## src/rtl/stepper_phase_driver_if.sv

```systemverilog
// Speed/run request in, coil drive and position status out, for the stepper phase driver.
interface stepper_phase_driver_if;
  logic [2:0]  speed_i;
  logic        enable_i;
  logic        dir_i;
  logic [3:0]  coils_o;
  logic        step_o;
  logic        running_o;
  logic [15:0] pos_o;

  modport master (
    output speed_i, enable_i, dir_i,
    input  coils_o, step_o, running_o, pos_o
  );

  modport slave (
    input  speed_i, enable_i, dir_i,
    output coils_o, step_o, running_o, pos_o
  );
endinterface

```

## src/rtl/stepper_phase_driver.sv

```systemverilog
// Filters an asynchronous 3-bit speed code and sequences unipolar stepper coils at k*RATE_UNIT steps/s.
// Outputs are registered; a speed change takes effect only at the next step boundary.
module stepper_phase_driver #(
  parameter int CLK_HZ    = 50_000_000,
  parameter int RATE_UNIT = 100,
  parameter int HALF_STEP = 0,
  parameter int HOLD      = 1
) (
  input  logic                   clk,
  input  logic                   rst_n,
  stepper_phase_driver_if.slave  bus
);

  localparam logic [0:0] IDLE = 1'b0;
  localparam logic [0:0] RUN  = 1'b1;

  localparam logic [31:0] P1 = 32'(CLK_HZ / (RATE_UNIT * 1));
  localparam logic [31:0] P2 = 32'(CLK_HZ / (RATE_UNIT * 2));
  localparam logic [31:0] P3 = 32'(CLK_HZ / (RATE_UNIT * 3));
  localparam logic [31:0] P4 = 32'(CLK_HZ / (RATE_UNIT * 4));
  localparam logic [31:0] P5 = 32'(CLK_HZ / (RATE_UNIT * 5));
  localparam logic [31:0] P6 = 32'(CLK_HZ / (RATE_UNIT * 6));

  logic [2:0]  s1_q, s2_q, s3_q;
  logic [2:0]  code_a_q, code_a_d;
  logic [0:0]  state_q, state_d;
  logic [31:0] cnt_q, cnt_d;
  logic [2:0]  idx_q, idx_d;
  logic [3:0]  coils_q, coils_d;
  logic        step_q, step_d;
  logic [15:0] pos_q, pos_d;

  logic        valid;
  logic [31:0] period_sel;
  logic [2:0]  idx_raw;
  logic [2:0]  idx_next;

  function automatic logic [3:0] pattern(input logic [2:0] i);
    logic [3:0] p;
    if (HALF_STEP != 0) begin
      case (i)
        3'd0:    p = 4'b1000;
        3'd1:    p = 4'b1100;
        3'd2:    p = 4'b0100;
        3'd3:    p = 4'b0110;
        3'd4:    p = 4'b0010;
        3'd5:    p = 4'b0011;
        3'd6:    p = 4'b0001;
        default: p = 4'b1001;
      endcase
    end else begin
      case (i[1:0])
        2'd0:    p = 4'b1100;
        2'd1:    p = 4'b0110;
        2'd2:    p = 4'b0011;
        default: p = 4'b1001;
      endcase
    end
    return p;
  endfunction

  // A new code is accepted only after it has been seen on two consecutive synchroniser stages.
  always_comb begin
    code_a_d = code_a_q;
    if (s2_q == s3_q) code_a_d = s2_q;
  end

  assign valid = (code_a_q != 3'd0) && (code_a_q != 3'd7);

  always_comb begin
    case (code_a_q)
      3'd1:    period_sel = P1;
      3'd2:    period_sel = P2;
      3'd3:    period_sel = P3;
      3'd4:    period_sel = P4;
      3'd5:    period_sel = P5;
      3'd6:    period_sel = P6;
      default: period_sel = P1;
    endcase
  end

  assign idx_raw  = bus.dir_i ? (idx_q + 3'd1) : (idx_q - 3'd1);
  assign idx_next = (HALF_STEP != 0) ? idx_raw : {1'b0, idx_raw[1:0]};

  always_comb begin
    state_d = state_q;
    cnt_d   = cnt_q;
    idx_d   = idx_q;
    coils_d = coils_q;
    step_d  = 1'b0;
    pos_d   = pos_q;
    case (state_q)
      IDLE: begin
        if (bus.enable_i && valid) begin
          state_d = RUN;
          cnt_d   = period_sel;
          coils_d = pattern(idx_q);
        end else if (HOLD == 0) begin
          coils_d = 4'b0000;
        end
      end
      default: begin
        // Stopping takes priority over a step due on the same edge.
        if (!bus.enable_i || !valid) begin
          state_d = IDLE;
          if (HOLD == 0) coils_d = 4'b0000;
        end else if (cnt_q == 32'd1) begin
          step_d  = 1'b1;
          idx_d   = idx_next;
          coils_d = pattern(idx_next);
          pos_d   = bus.dir_i ? (pos_q + 16'd1) : (pos_q - 16'd1);
          cnt_d   = period_sel;
        end else if (cnt_q > 32'd1) begin
          cnt_d = cnt_q - 32'd1;
        end
      end
    endcase
  end

  always_ff @(posedge clk or negedge rst_n) begin
    if (!rst_n) begin
      s1_q     <= 3'd0;
      s2_q     <= 3'd0;
      s3_q     <= 3'd0;
      code_a_q <= 3'd0;
      state_q  <= IDLE;
      cnt_q    <= 32'd0;
      idx_q    <= 3'd0;
      coils_q  <= 4'b0000;
      step_q   <= 1'b0;
      pos_q    <= 16'd0;
    end else begin
      s1_q     <= bus.speed_i;
      s2_q     <= s1_q;
      s3_q     <= s2_q;
      code_a_q <= code_a_d;
      state_q  <= state_d;
      cnt_q    <= cnt_d;
      idx_q    <= idx_d;
      coils_q  <= coils_d;
      step_q   <= step_d;
      pos_q    <= pos_d;
    end
  end

  assign bus.coils_o   = coils_q;
  assign bus.step_o    = step_q;
  assign bus.running_o = (state_q == RUN);
  assign bus.pos_o     = pos_q;

endmodule

```

## src/flat_wrapper.sv

```systemverilog
// flat-port wrapper written by rule: the top's interface ports become plain ports
module stepper_phase_driver_flat 
#(
  parameter int CLK_HZ    = 50_000_000,
  parameter int RATE_UNIT = 100,
  parameter int HALF_STEP = 0,
  parameter int HOLD      = 1
)
  (clk, rst_n, bus_speed_i, bus_enable_i, bus_dir_i, bus_coils_o, bus_step_o, bus_running_o, bus_pos_o);
  stepper_phase_driver_if bus_i ();
  input  logic clk;
  input  logic rst_n;
  input wire logic [$bits(bus_i.speed_i)-1:0] bus_speed_i;
  input wire logic [$bits(bus_i.enable_i)-1:0] bus_enable_i;
  input wire logic [$bits(bus_i.dir_i)-1:0] bus_dir_i;
  output wire logic [$bits(bus_i.coils_o)-1:0] bus_coils_o;
  output wire logic [$bits(bus_i.step_o)-1:0] bus_step_o;
  output wire logic [$bits(bus_i.running_o)-1:0] bus_running_o;
  output wire logic [$bits(bus_i.pos_o)-1:0] bus_pos_o;
  assign bus_i.speed_i = bus_speed_i;
  assign bus_i.enable_i = bus_enable_i;
  assign bus_i.dir_i = bus_dir_i;
  assign bus_coils_o = bus_i.coils_o;
  assign bus_step_o = bus_i.step_o;
  assign bus_running_o = bus_i.running_o;
  assign bus_pos_o = bus_i.pos_o;
  stepper_phase_driver #(.CLK_HZ(CLK_HZ), .RATE_UNIT(RATE_UNIT), .HALF_STEP(HALF_STEP), .HOLD(HOLD)) u_core (.clk(clk), .rst_n(rst_n), .bus(bus_i));
endmodule
```

## config.mk

```make
export PLATFORM = sky130hd
export DESIGN_NAME = stepper_phase_driver_flat
export DESIGN_NICKNAME = d
export VERILOG_FILES = /design/src/rtl/stepper_phase_driver_if.sv /design/src/rtl/stepper_phase_driver.sv /design/src/flat_wrapper.sv
export SDC_FILE = /design/constraint.sdc
export NUM_CORES = 1
export LEC_CHECK = 0
export ABC_AREA = 0
export CAP_MARGIN = 5
export CORE_ASPECT_RATIO = 1.2
export CORE_MARGIN = 2
export CORE_UTILIZATION = 40
export DETAILED_ROUTE_END_ITERATION = 8
export GPL_TIMING_DRIVEN = 0
export PLACE_DENSITY = 0.66
export SLEW_MARGIN = 10
export SYNTH_ARGS = -nofsm -noshare
export SYNTH_HDL_FRONTEND = slang
export SYNTH_SLANG_ARGS = --single-unit
```

## constraint.sdc

```tcl
create_clock -name clk -period 5.1 [get_ports clk]
set_input_delay 0.51 -clock clk [delete_from_list [all_inputs] [get_ports clk]]
set_output_delay 0.51 -clock clk [all_outputs]
set_load 0.1 [all_outputs]
```

==> results.ini, run 1 <==
[setup_path]
r2r_end = u_core.bus.pos_o[13]$_DFFE_PN0P_
crit_arrival_ps = 3400
end_kind = flip-flop
worst_path_largest_cell_delay_ps = 480
startpoint_type = input port
regToRegSetupSlack_ps = 2390
timing.rr.start = u_core.cnt_q[8]$_DFFE_PN0P_
reg2reg_depth = 7
worstPathMaxFanout = 16
required_ps = 5370
crit_chain = clkdlybuf4s50_1 > inv_1 > ha_1 > o211a_1 > a211oi_1 > a21oi_1 > a211o_1 > a31oi_1 > mux2i_1 > xnor2_1
slowest_stage = clkdlybuf4s50_1
crit_type = in -> reg

[timing]
rsz0062_at_grt = no
whs_ps = 46.4
max_freq_ghz = 0.319
min_period_ps = 3130
setup-violations-final = 0
slew_viol_final = 0
min_period_over_period_pct = 61.4
final_hold_viol_count = 0
worst_pin_slew_ps = 981
skew_ps = 12.2
finalSetupTns_ps = 0
timing.slew.headroom_pct = 34.4
fin_ws_ps = 1970

[floorplan]
die_y_um = 116
die_x_um = 97.0
rows = 40
io_pins = 29
die_area_um2 = 11200
start_util_pct = 41.3
core-area_um2 = 10100

[grt]
grt_remaining_overflow = 0
antenna_found_initial = 0
track_usage_pct = 18.5
grt_pass1_wl_um = 16600
grt_max_degree = 50
grt_pass1_vias = 3528

[cts]
clockBufferDepth = 2
clk_latency_ps = 350
cts-resized-gates = 0
post_cts_buffers = 0
ctsHoldBuffers = 0
clk_pin_slew_ps = 60
cts_buffers = 9
cts_tree = yes
cts-root-buf = clkbuf_16
cts.sinks = 68
htreeDepth = 3

[outcome]
status = completed

[placement]
hpwl_um = 6850
post-place-ws_ps = 1640
gp_congestion = 0.884
io_buffers = 28
dpl_cell_area_um2 = 4620

[finish]
layout-drive-gt1-share_pct = 11.5
final_cell_area_um2 = 4930
area_growth_pct = 18.7
num_antenna_cells = 0
nNetsFinal = 514
utilization_pct = 49.0

[synthesis]
synthesis.nets = 474
synth_edf_count = 0
ys_ff_latch = 68
yosysUniqueCellTypes = 61
yosys_most_used_dff = dfrtp_1
async_flop_share_pct = 100
synthCells = 442
postSynthAreaPerCell_um2 = 9.40
synth_area_um2 = 4160
seq_area_frac_synth_pct = 41.0
yosys_warnings = 0

[power_and_ir_drop]
p_leak_uw = 0.00213
irDropWorstVdd_mv = 0.214
power_density_nw_per_um2 = 420

[route]
wl_per_cell_um = 15.7
drt-vias-per-instance = 5.60
vias = 3432
ant_nets = 0
first_pass_iters = 4
drt_wl_total_um = 9630
drt-initial-drc-count = 214
drc = 0

[flow_run]
cap_viol_max_count = 0

[min_path]
hold_class = in -> async

-- power breakdown --
part | switching, uW | internal, uW | leakage [uW]
Clock | 242 | 405 | 0.000140
Combinational | 450 | 248 | 0.00112
Sequential | 93.3 | 633 | 0.000876
Total | 785 | 1290 | 0.00213
-- cells in the final DEF, fill, tap and decap left out, drive strengths merged, types with 18 or more instances in the layout --
cell	Yosys	routed
ha	24	24
o21ai	43	43
dfrtp	68	68
nor3	18	18
xnor2	18	18
a21oi	32	32
nor2	38	38
nand2	36	36
clkbuf	8	19
clkdlybuf4s50	0	27
-- cell type report --
cell class                      count  area, um^2
Timing Repair Buffer               29         305
Tap cell                          126         158
Clock buffer                       11         253
Multi-Input combinational cell    339        2250
Clock inverter                      5        60.1
Buffer                             20         144
Sequential cell                    68        1700
Fill cell                         925        5130
Inverter                           15        56.3
-- worst max-delay path by stage --
stage	startpoint	to	slack [ps]	cells after the start
6_report	bus_dir_i	u_core.bus.pos_o[15]$_DFFE_PN0P_	1970	10
2_1_floorplan	u_core.bus.pos_o[8]$_DFFE_PN0P_	u_core.bus.pos_o[15]$_DFFE_PN0P_	2280	8
3_3_place_gp	rst_n	u_core.s1_q[0]$_DFF_PN0_	1150	1
5_1_grt	bus_dir_i	u_core.bus.pos_o[15]$_DFFE_PN0P_	1720	10
3_5_place_dp	bus_dir_i	u_core.bus.pos_o[15]$_DFFE_PN0P_	1640	10
4_1_cts	bus_dir_i	u_core.bus.pos_o[15]$_DFFE_PN0P_	2000	10
-- Yosys cell counts (3+ instances only) --
cell type | number | area (um^2)
or3_1 | 8 | 50.1
o22ai_1 | 4 | 25.0
o31ai_1 | 3 | 22.5
a22o_1 | 5 | 43.8
buf_6 | 5 | 56.3
nor3_1 | 16 | 80.1
nor2b_1 | 5 | 31.3
dfrtp_1 | 68 | 1700
clkbuf_1 | 7 | 26.3
and3_1 | 4 | 25.0
nand2_1 | 35 | 131
a31oi_1 | 8 | 50.1
mux2_2 | 5 | 56.3
nor4_1 | 8 | 50.1
o21a_1 | 4 | 30.0
xor2_1 | 12 | 105
a21o_1 | 8 | 60.1
a21oi_1 | 32 | 160
nor2_1 | 37 | 139
nand3_1 | 13 | 65.1
inv_1 | 15 | 56.3
buf_2 | 4 | 20.0
ha_1 | 24 | 300
o21ai_0 | 39 | 195
o22a_2 | 4 | 40.0
xnor2_1 | 18 | 158
-- registers in the layout, summed over array words and instances, names as in the netlist --
signal / cells
u_core.s1_q: 3
u_core.bus.step_o: 1
u_core.code_a_q: 3
u_core.bus.pos_o: 16
u_core.bus.running_o: 1
u_core.s3_q: 3
u_core.cnt_q: 32
u_core.s2_q: 3
u_core.idx_q: 2
u_core.bus.coils_o: 4
-- metal layers --
layer  vias up  wire length [um]  global-route usage, %
met5         -                 0                      0
met4         0               307                   9.77
met3        27               349                   4.04
met2        69              4600                   31.3
met1      1660              4370                   22.2
li1       1676                 -                      -
-- per-stage QoR --
step                      cells  total power (uW)
after floorplan             442              1240
after global placement      596              1410
after detailed placement    597              1430
after CTS                   613              2080
after global routing        613              2180
final                       613              2070
-- logic make-up (layout without fill, tap and decap cells) --
group,Yosys count,count (layout),share of synthesized area [%]
buffers and inverters,35,80,4.82
xor gates and xnor gates,30,30,6.32
AOI/OAI and AO/OA,128,128,19.3
adders and majority gates,25,25,7.71
and+or+nand+nor,150,150,19.3
muxes,6,6,1.60
DFF,68,68,41.0
-- worst max-delay path: cells and delay by family --
family          cells  cell delay (ps)
xor+xnor            1              130
fa+ha+maj           1              390
compound gates      5             1170
buf+inv             2              950
mux                 1              240
Note: power is estimated with default switching activity, not from simulation.
==> run 2, diff against run 1 <==
clock period = 3.2 ns   (was 5.1 ns; I/O delays follow)
==> run 2 against run 1 <==
Against the previous run:
- power increased by 59%
- register-to-register slack worse by 1900 ps
- highest routed layer unchanged
- design area grew 0.20%
- largest power group unchanged
- critical endpoint unchanged
- combinational power grew 59%
- non-clock buffer count grew 1
==> results.ini, run 2 (synthesized netlist as in run 1, its figures left out) <==
[route]
drc = 0  ; unchanged
drt_wl_total_um = 9570  ; -0.63%
drt-vias-per-instance = 5.62  ; +0.36%
vias = 3450  ; +0.52%
ant_nets = 0  ; unchanged
wl_per_cell_um = 15.6  ; -0.80%
first_pass_iters = 4  ; unchanged
drt-initial-drc-count = 211  ; -1.4%

[cts]
cts_buffers = 9  ; unchanged
clk_pin_slew_ps = 60  ; about the same
cts-resized-gates = 0  ; unchanged
cts-root-buf = clkbuf_16
cts_tree = yes
post_cts_buffers = 0  ; unchanged
cts.sinks = 68  ; unchanged
clk_latency_ps = 340  ; about the same
htreeDepth = 3  ; unchanged
clockBufferDepth = 2  ; unchanged

[floorplan]
die_y_um = 116  ; unchanged
start_util_pct = 41.3  ; unchanged
die_area_um2 = 11200  ; unchanged
io_pins = 29  ; unchanged
die_x_um = 97.0  ; unchanged
rows = 40  ; unchanged
core-area_um2 = 10100  ; unchanged

[grt]
grt_pass1_vias = 3528  ; unchanged
grt_max_degree = 50  ; unchanged
grt_pass1_wl_um = 16600  ; unchanged
antenna_found_initial = 0  ; unchanged
grt_remaining_overflow = 0  ; unchanged
track_usage_pct = 18.5  ; unchanged

[min_path]
min_to = u_core.s2_q[2]$_DFF_PN0_
hold_class = reg -> reg
hold_depth = 0
hp-start = u_core.s1_q[2]$_DFF_PN0_

[timing]
fin_ws_ps = 265  ; -1700 ps
min_period_ps = 2930
timing.slew.headroom_pct = 34.4  ; unchanged
finalSetupTns_ps = 0  ; unchanged
rsz0062_at_grt = no
min_period_over_period_pct = 91.7
setup-violations-final = 0  ; unchanged
skew_ps = 15.1  ; +2.91 ps
worst_pin_slew_ps = 981  ; unchanged
final_hold_viol_count = 0  ; unchanged
max_freq_ghz = 0.341
slew_viol_final = 0  ; unchanged

[setup_path]
timing.rr.start = u_core.cnt_q[8]$_DFFE_PN0P_
end_kind = flip-flop
startpoint_type = input port
crit_type = in -> reg
r2r_end = u_core.cnt_q[30]$_DFFE_PN0P_
crit_arrival_ps = 3200  ; -200 ps
worstPathMaxFanout = 16  ; unchanged
required_ps = 3460  ; -1910 ps
slowest_stage = clkdlybuf4s50_1
crit_chain = clkdlybuf4s50_1 > inv_1 > ha_1 > o211a_1 > a211oi_1 > a21oi_1 > a211o_1 > a31oi_1 > mux2i_1 > xnor2_1
regToRegSetupSlack_ps = 480  ; -1910 ps
worst_path_largest_cell_delay_ps = 470  ; about the same
reg2reg_depth = 6  ; -1

[finish]
layout-drive-gt1-share_pct = 11.5  ; -0.024 points
final_cell_mix = 68 x dfrtp_1, 39 x o21ai_0, 37 x nor2_1
area_growth_pct = 18.9
final_common_cell = dfrtp_1
nNetsFinal = 515  ; +0.19%
largest_reg_flops = 32  ; unchanged
num_antenna_cells = 0  ; unchanged
regMostFlops = u_core.cnt_q
num-fill-cells = 924  ; -0.11%

[placement]
post-place-ws_ps = -70.0  ; -1710 ps
io_buffers = 28  ; unchanged
gp_congestion = 0.884  ; unchanged
hpwl_um = 6850  ; unchanged

[flow_run]
cap_viol_max_count = 0  ; unchanged

[power_and_ir_drop]
power_density_nw_per_um2 = 667  ; +59%
irDropWorstVdd_mv = 0.341  ; +59%
p_leak_uw = 0.00214  ; +0.20%

[outcome]
status = completed

run 2: what timing repair did:
action / in CTS / in global routing
setup endpoints to repair: 0 / 0
hold buffers: 1 / 0
endpoints found under the hold margin: 19 / 0
run 2: layout make-up:
type	instances	area [um^2]	share of cell area [%]
clock buffer	11	253	5.12
inverter	15	56.3	1.14
clock inverter	5	60.1	1.22
sequential	68	1700	34.4
tap	126	158	3.19
multi-input combinational	339	2250	45.6
timing repair buffer	30	315	6.38
buffer	20	144	2.91
run 2: worst max path at each step:
stage               cells past startpoint                                to                             from  slack [ps]
finish                                 10  u_core.bus.pos_o[15]$_DFFE_PN0P_                        bus_dir_i         270
global placement                        1          u_core.s1_q[0]$_DFF_PN0_                            rst_n        -560
CTS                                    10  u_core.bus.pos_o[15]$_DFFE_PN0P_                        bus_dir_i         290
global route                           10  u_core.bus.pos_o[15]$_DFFE_PN0P_                        bus_dir_i          10
detailed placement                     10  u_core.bus.pos_o[15]$_DFFE_PN0P_                        bus_dir_i         -70
floorplan                               8  u_core.bus.pos_o[15]$_DFFE_PN0P_  u_core.bus.pos_o[8]$_DFFE_PN0P_         380
run 2: through the flow:
step                      total power [uW]  utilization [%]  std cells  hold WS [ps]  instance area [um^2]
after global placement                2240             45.7        596           334                  4590
after CTS                             3310             49.1        614           348                  4940
final                                 3290             49.1        614           347                  4940
after detailed placement              2270             45.9        597           233                  4620
after global routing                  3470             49.1        614           350                  4940
after floorplan                       1980                -        442          24.4                  4160
run 2: routing by layer:
| metal | vias to the layer above | track usage [%] | wire (um) |
|---|---|---|---|
| li1 | 1675 | - | - |
| met1 | 1665 | 22.3 | 4310 |
| met2 | 85 | 31.3 | 4630 |
| met3 | 25 | 3.98 | 352 |
| met4 | 0 | 9.77 | 278 |
| met5 | - | 0 | 0 |
run 2: worst max-delay path: cells and delay by family:
kind                       cells  cell delay [ps]
muxes                          1              240
buffers and inverters          2              940
xor gates and xnor gates       1              130
adders and majority gates      1              390
AOI/OAI and AO/OA              5             1180
run 2: power by group:
group	total [uW]	switching [uW]	internal, uW
Clock	1030	380	645
Sequential	1160	148	1010
Combinational	1110	716	397
Total	3290	1240	2050
